===== src/rtl/fetch_unit.sv =====
// Instruction-fetch stage: one outstanding imem request, single-entry output
// register to decode, redirect flush with stale-response kill.
module fetch_unit #(
  parameter int               XLEN     = 32,
  parameter logic [XLEN-1:0]  RESET_PC = 32'h0000_0000
) (
  input  logic            clk,
  input  logic            rst_n,
  input  logic            taken,
  input  logic [XLEN-1:0] BranchTarget,
  input  logic            Jump,
  input  logic [XLEN-1:0] JumpTarget,
  input  logic            Stall,
  output logic            imem_req,
  output logic [XLEN-1:0] imem_addr,
  input  logic            imem_ready,
  input  logic            imem_rvalid,
  input  logic [XLEN-1:0] imem_rdata,
  output logic            IF_valid,
  output logic [XLEN-1:0] IF_pc,
  output logic [XLEN-1:0] IF_instr
);

  typedef enum logic [1:0] {
    IDLE = 2'd0,
    REQ  = 2'd1,
    WAIT = 2'd2
  } state_t;

  localparam logic [XLEN-1:0] PC_STEP   = XLEN'(32'd4);
  localparam logic [XLEN-1:0] NOP_INSTR = XLEN'(32'h0000_0013);
  localparam logic [XLEN-1:0] WORD_MASK = {{(XLEN-2){1'b1}}, 2'b00};

  state_t          state_r;
  logic [XLEN-1:0] pc_r;
  logic [XLEN-1:0] req_pc_r;
  logic            kill_r;
  logic            if_valid_r;
  logic [XLEN-1:0] if_pc_r;
  logic [XLEN-1:0] if_instr_r;

  logic            redirect_s;
  logic [XLEN-1:0] sel_target_s;
  logic [XLEN-1:0] target_s;
  logic            issue_ok_s;
  logic            req_s;
  logic            load_s;

  // Redirect decode, issue gating and response acceptance
  always_comb begin
    redirect_s   = taken | Jump;
    sel_target_s = BranchTarget;
    if (Jump) begin
      sel_target_s = JumpTarget;
    end else begin
      sel_target_s = BranchTarget;
    end
    target_s   = sel_target_s & WORD_MASK;
    issue_ok_s = ~if_valid_r | ~Stall;
    req_s      = (state_r == REQ) & issue_ok_s & ~redirect_s;
    // A redirect in the response cycle drops the data without touching kill
    load_s     = (state_r == WAIT) & imem_rvalid & ~kill_r & ~redirect_s;
  end

  // Fetch sequencer: PC, outstanding-request tracking and kill flag
  always_ff @(posedge clk or negedge rst_n) begin
    if (!rst_n) begin
      state_r  <= IDLE;
      pc_r     <= RESET_PC;
      req_pc_r <= RESET_PC;
      kill_r   <= 1'b0;
    end else begin
      case (state_r)
        IDLE: begin
          state_r <= REQ;
          if (redirect_s) begin
            pc_r <= target_s;
          end
        end
        REQ: begin
          if (redirect_s) begin
            pc_r <= target_s;
          end else if (req_s && imem_ready) begin
            req_pc_r <= pc_r;
            pc_r     <= pc_r + PC_STEP;
            state_r  <= WAIT;
          end
        end
        WAIT: begin
          if (redirect_s) begin
            pc_r <= target_s;
            if (imem_rvalid) begin
              kill_r  <= 1'b0;
              state_r <= REQ;
            end else begin
              kill_r <= 1'b1;
            end
          end else if (imem_rvalid) begin
            kill_r  <= 1'b0;
            state_r <= REQ;
          end
        end
        default: begin
          state_r <= IDLE;
          kill_r  <= 1'b0;
        end
      endcase
    end
  end

  // Decode-facing output register: load, flush, drain or hold
  always_ff @(posedge clk or negedge rst_n) begin
    if (!rst_n) begin
      if_valid_r <= 1'b0;
      if_pc_r    <= '0;
      if_instr_r <= NOP_INSTR;
    end else begin
      if (load_s) begin
        if_valid_r <= 1'b1;
        if_pc_r    <= req_pc_r;
        if_instr_r <= imem_rdata;
      end else if (redirect_s) begin
        if_valid_r <= 1'b0;
      end else if (if_valid_r && !Stall) begin
        if_valid_r <= 1'b0;
      end
    end
  end

  assign imem_req  = req_s;
  assign imem_addr = pc_r;
  assign IF_valid  = if_valid_r;
  assign IF_pc     = if_pc_r;
  assign IF_instr  = if_instr_r;

endmodule


===== config.mk =====
export PLATFORM = sky130hd
export DESIGN_NAME = fetch_unit
export DESIGN_NICKNAME = d
export VERILOG_FILES = /design/src/rtl/fetch_unit.sv
export SDC_FILE = /design/constraint.sdc
export NUM_CORES = 1
export LEC_CHECK = 0
export BUFFER_PORTS_ARGS = -buffer_cell sky130_fd_sc_hd__buf_2
export CAP_MARGIN = 5
export CORE_UTILIZATION = 55
export DETAILED_ROUTE_END_ITERATION = 6
export GPL_TIMING_DRIVEN = 0
export PLACE_DENSITY = 0.86
export SKIP_LAST_GASP = 1
export SLEW_MARGIN = 10
export SYNTH_ARGS = -nofsm -noshare
export SYNTH_HDL_FRONTEND = slang
export SYNTH_SLANG_ARGS = --single-unit

===== constraint.sdc =====
create_clock -name clk -period 4.01 [get_ports clk]
set_input_delay 0.2005 -clock clk [delete_from_list [all_inputs] [get_ports clk]]
set_output_delay 0.2005 -clock clk [all_outputs]
set_load 0.05 [all_outputs]

==> summary.md <==
| Metric | Value |
|---|---|
| CTS tree | yes |
| Die span in x | between 100 and 150 um |
| Avg Inst Size Synth | around 11 um2 |
| Hold Crit Depth | 2 |
| Area added between synthesis and finish | 28.7% |
| Max Transition Viols Final | 0 |
| Proportion of synthesized chip area in sequential cells | 0.508 |
| Fill cells | ~790 |
| Final hold vios | 0 |
| Number of library cell types mapped by synthesis | 54 |
| Leakage power total | 0.00427 uW |
| Share of layout cells above drive strength 1 | 0.421 |
| Final Net Count | just under 900 |
| Deepest level of the CTS H-tree | 4 |
| Clock root buffer | clkbuf_16 |
| Synth cell count leaders | dfrtp_1 (123), nand2_1 (118), mux2_4 (59) |
| Final setup violation count | 0 |
| Area after DPL | around 0.0074 mm2 |
| Clk_skew | between 0.01 and 0.015 ns |
| Vias in the first global route | 5383 |
| Inserted Clock Buffers | 17 |
| Synth Area in XOR/XNOR | 0 |
| Largest family of logic cells by synthesized area | multiplexers |
| Post-synth top area share | 0.495 |
| CP delay by family, top | simple AND/OR/NAND/NOR gates |
| Largest net degree at the start of global routing | 95 |
| Iteration-0 DRC Markers | around 640 |
| Mapped Area | between 0.006 and 0.007 mm2 |
| Post CTS Setup Buffer Count | 0 |
| CP Class | flip-flop to flip-flop |
| Main synth FF type | dfrtp_1 |
| Post-synthesis compound-gate area fraction | 0.107 |
| Worst reg2reg startpoint | imem_addr[2] |
| Max-slew headroom | 0.339 |
| DRC Markers | 0 |
| Routed Wire Length | 17800 um |
| IO buf count | 191 |
| Worst reg2reg path endpoint | imem_addr[26] |
| Synth Instances | 570 |
| Simple-gate portion of the synthesized area | 0.159 |
| Final ANT Viol Nets | 0 |
| Register-to-Register Path Depth | 6 |
| RSZ-0062 raised after global routing | no |
| Adder-cell share of the synthesized area | 0.00201 |
| Number of synthesized flops with an enable pin | 0 |
| Slowest CP cell | nor3_1 |
| Std-Cell Rows | 38 |
| Max frequency | between 400 and 500 MHz |
| Clock net sink count | roughly 130 |
| Nature of the critical path endpoint | flip-flop |
| P per Cell Area | ~600 mW/mm2 |
| Count leader, synth | dfrtp_1 |
| Cell Chain, Critical Path | ha_1 -> nand3_1 -> nor3_1 -> nand3_1 -> o21ai_0 -> and3_1 |
| CTS resizes | 0 |
| Via Count | around 5500 |
| Minimum clock period | ~2.4 ns |
| First-pass GRT wire length | about 28000 um |
| Post-route cell area | around 0.0080 mm2 |
| Post-CTS Hold Buffers | 1 |
| WP data required | about 4.4 ns |
| Least-Margin Pin Slew | between 0.9 and 1 ns |
| GR Overflow Total | 0 |
| HP Start | imem_rdata[5] |
| Initial core utilization | 0.568 |
| Tcrit/Tclk final | 0.610 |
| Crit path buffers/inverters | 0 |
| Max cap viols | 0 |
| Setup slack, reg-to-reg | 1.57 ns |
| Total core area | around 0.011 mm2 |
| Startpoint types | flip-flop |
| Setup TNS | 0 ns |
| YS warnings | 0 |
| Hold Path Class | primary input to flip-flop |
| Worst vdd ir | 354 uV |
| GRT Util Overall | 0.315 |
| Drt first pass iters | 5 |
| Critical path startpoint | imem_addr[2] |
| Synth top area cells | dfrtp_1 (50%), mux2_4 (14%), nand2_1 (7.1%), o21ai_0 (2.7%), a21oi_1 (2.6%) |
| GPL Wtd Cong | approximately 0.97 |
| Hold Path Sink | IF_instr[5] |
| DP Wirelength | approximately 12000 um |
| Biggest area consumer among synthesized cells | dfrtp_1 |
| Drt via density | just under 6 |
| Worst-path maximum fanout | 7 |
| Die Y | about 110 um |
| Run status | finished, final reports clean |
| Worst skew pair latency | 0.42 ns |
| FFs w/ async S/R, synth | 1.00 |
| Initial antenna violation count | 0 |
| Critical path arrival | approximately 2.8 ns |
| # IOs | about 200 |
| Clock-pin slew on the worst setup and hold paths | about 0.060 ns |
| Synth Register Bits | ~130 |
| Post-synthesis mux area share | 0.178 |
| Bufs on Longest Clock Path | 2 |
| CP max stage delay | around 0.86 ns |
| Wirelength per Cell | approximately 19 um |
| Ant. Diodes | 0 |
| Most used cell, CP | nand3_1 |
| Die ar. | about 0.012 mm2 |
-- routing by layer --
layer,routed length (um),vias up,track usage
met5,0,-,0
met4,594,0,0.168
met3,1600,76,0.0615
met2,8590,346,0.506
met1,6980,2606,0.405
li1,-,2449,-
-- worst max path at each step --
stage                     depth (start not counted)  slack [ns]       endpoint
after floorplan                                   7        1.87  imem_addr[27]
after global placement                            1        1.24   IF_instr[11]
after detailed placement                          6        1.79  imem_addr[26]
after CTS                                         6        1.61       imem_req
after global routing                              6        1.46       imem_req
final                                             6        1.57  imem_addr[26]
-- placed cells by master, fill, tap and decap left out, types with 3 or more instances in the layout --
cell type | netlist | routed
a31oi_1 | 5 | 5
clkbuf_1 | 11 | 14
a21oi_1 | 32 | 32
buf_2 | 19 | 209
dfrtp_1 | 123 | 123
o21ai_0 | 33 | 33
nand3_1 | 13 | 13
mux2i_1 | 11 | 11
buf_6 | 8 | 9
mux2_4 | 59 | 59
a2bb2oi_1 | 3 | 3
clkbuf_16 | 0 | 17
clkinv_2 | 0 | 4
conb_1 | 1 | 4
nor3_1 | 11 | 11
clkinv_4 | 0 | 3
bufinv_16 | 0 | 3
a211oi_1 | 8 | 8
a311oi_1 | 8 | 8
buf_4 | 4 | 4
and3_1 | 8 | 8
o22ai_1 | 6 | 6
nand2_1 | 118 | 118
nor2b_1 | 4 | 4
inv_1 | 3 | 3
nor2_1 | 20 | 20
and4_1 | 5 | 5
o22a_1 | 3 | 3
mux2_2 | 10 | 10
dfstp_2 | 3 | 3
nand4_1 | 9 | 9
-- stage by stage --
| stage | utilization | total power (uW) | hold slack [ns] | setup slack, ns | instances |
|---|---|---|---|---|---|
| final | 0.731 | 4920 | 0.0101 | 1.57 | 938 |
| after global routing | 0.731 | 5090 | 0.00910 | 1.46 | 938 |
| after CTS | 0.731 | 4900 | 0.0128 | 1.61 | 938 |
| after detailed placement | 0.676 | 3350 | 0.108 | 1.79 | 905 |
| after global placement | 0.673 | 3290 | 0.432 | 1.24 | 904 |
| after floorplan | - | 2900 | -0.0951 | 1.87 | 573 |
-- final cells by class --
cell class                 count  area [um2]  share of cell area
clock buffer                  21         450              0.0563
clock inverter                11         144              0.0180
tap                          140         175              0.0219
multi-input combinational    399        2790               0.349
timing repair buffer         193        1000               0.125
inverter                       5        18.8             0.00235
buffer                        43         260              0.0326
sequential                   126        3160               0.395
-- state kept, by name, summed over array words and instances (netlist names) --
register	cells
IF_instr	32
IF_pc	30
imem_addr	30
req_pc_r	30
state_r	2
IF_valid	1
kill_r	1
-- power breakdown --
part	switching, uW	internal, uW	total [uW]
logic	1070	463	1530
clock network	559	991	1550
registers	266	1570	1830
-- worst reg2reg max path, stage by stage (launching register included) --
cell and delay, ns:
dfrtp_1 0.50, ha_1 0.26, nand3_1 0.23, nor3_1 0.86, nand3_1 0.18, o21ai_0 0.20
and3_1 0.16
-- cells by family after synthesis --
family	count (synthesis)
buf+inv	48
other cells	1
fa+ha+maj	1
compound gates	108
simple gates	206
flops	126
mux	80
Note: power is estimated with default switching activity, not from simulation.
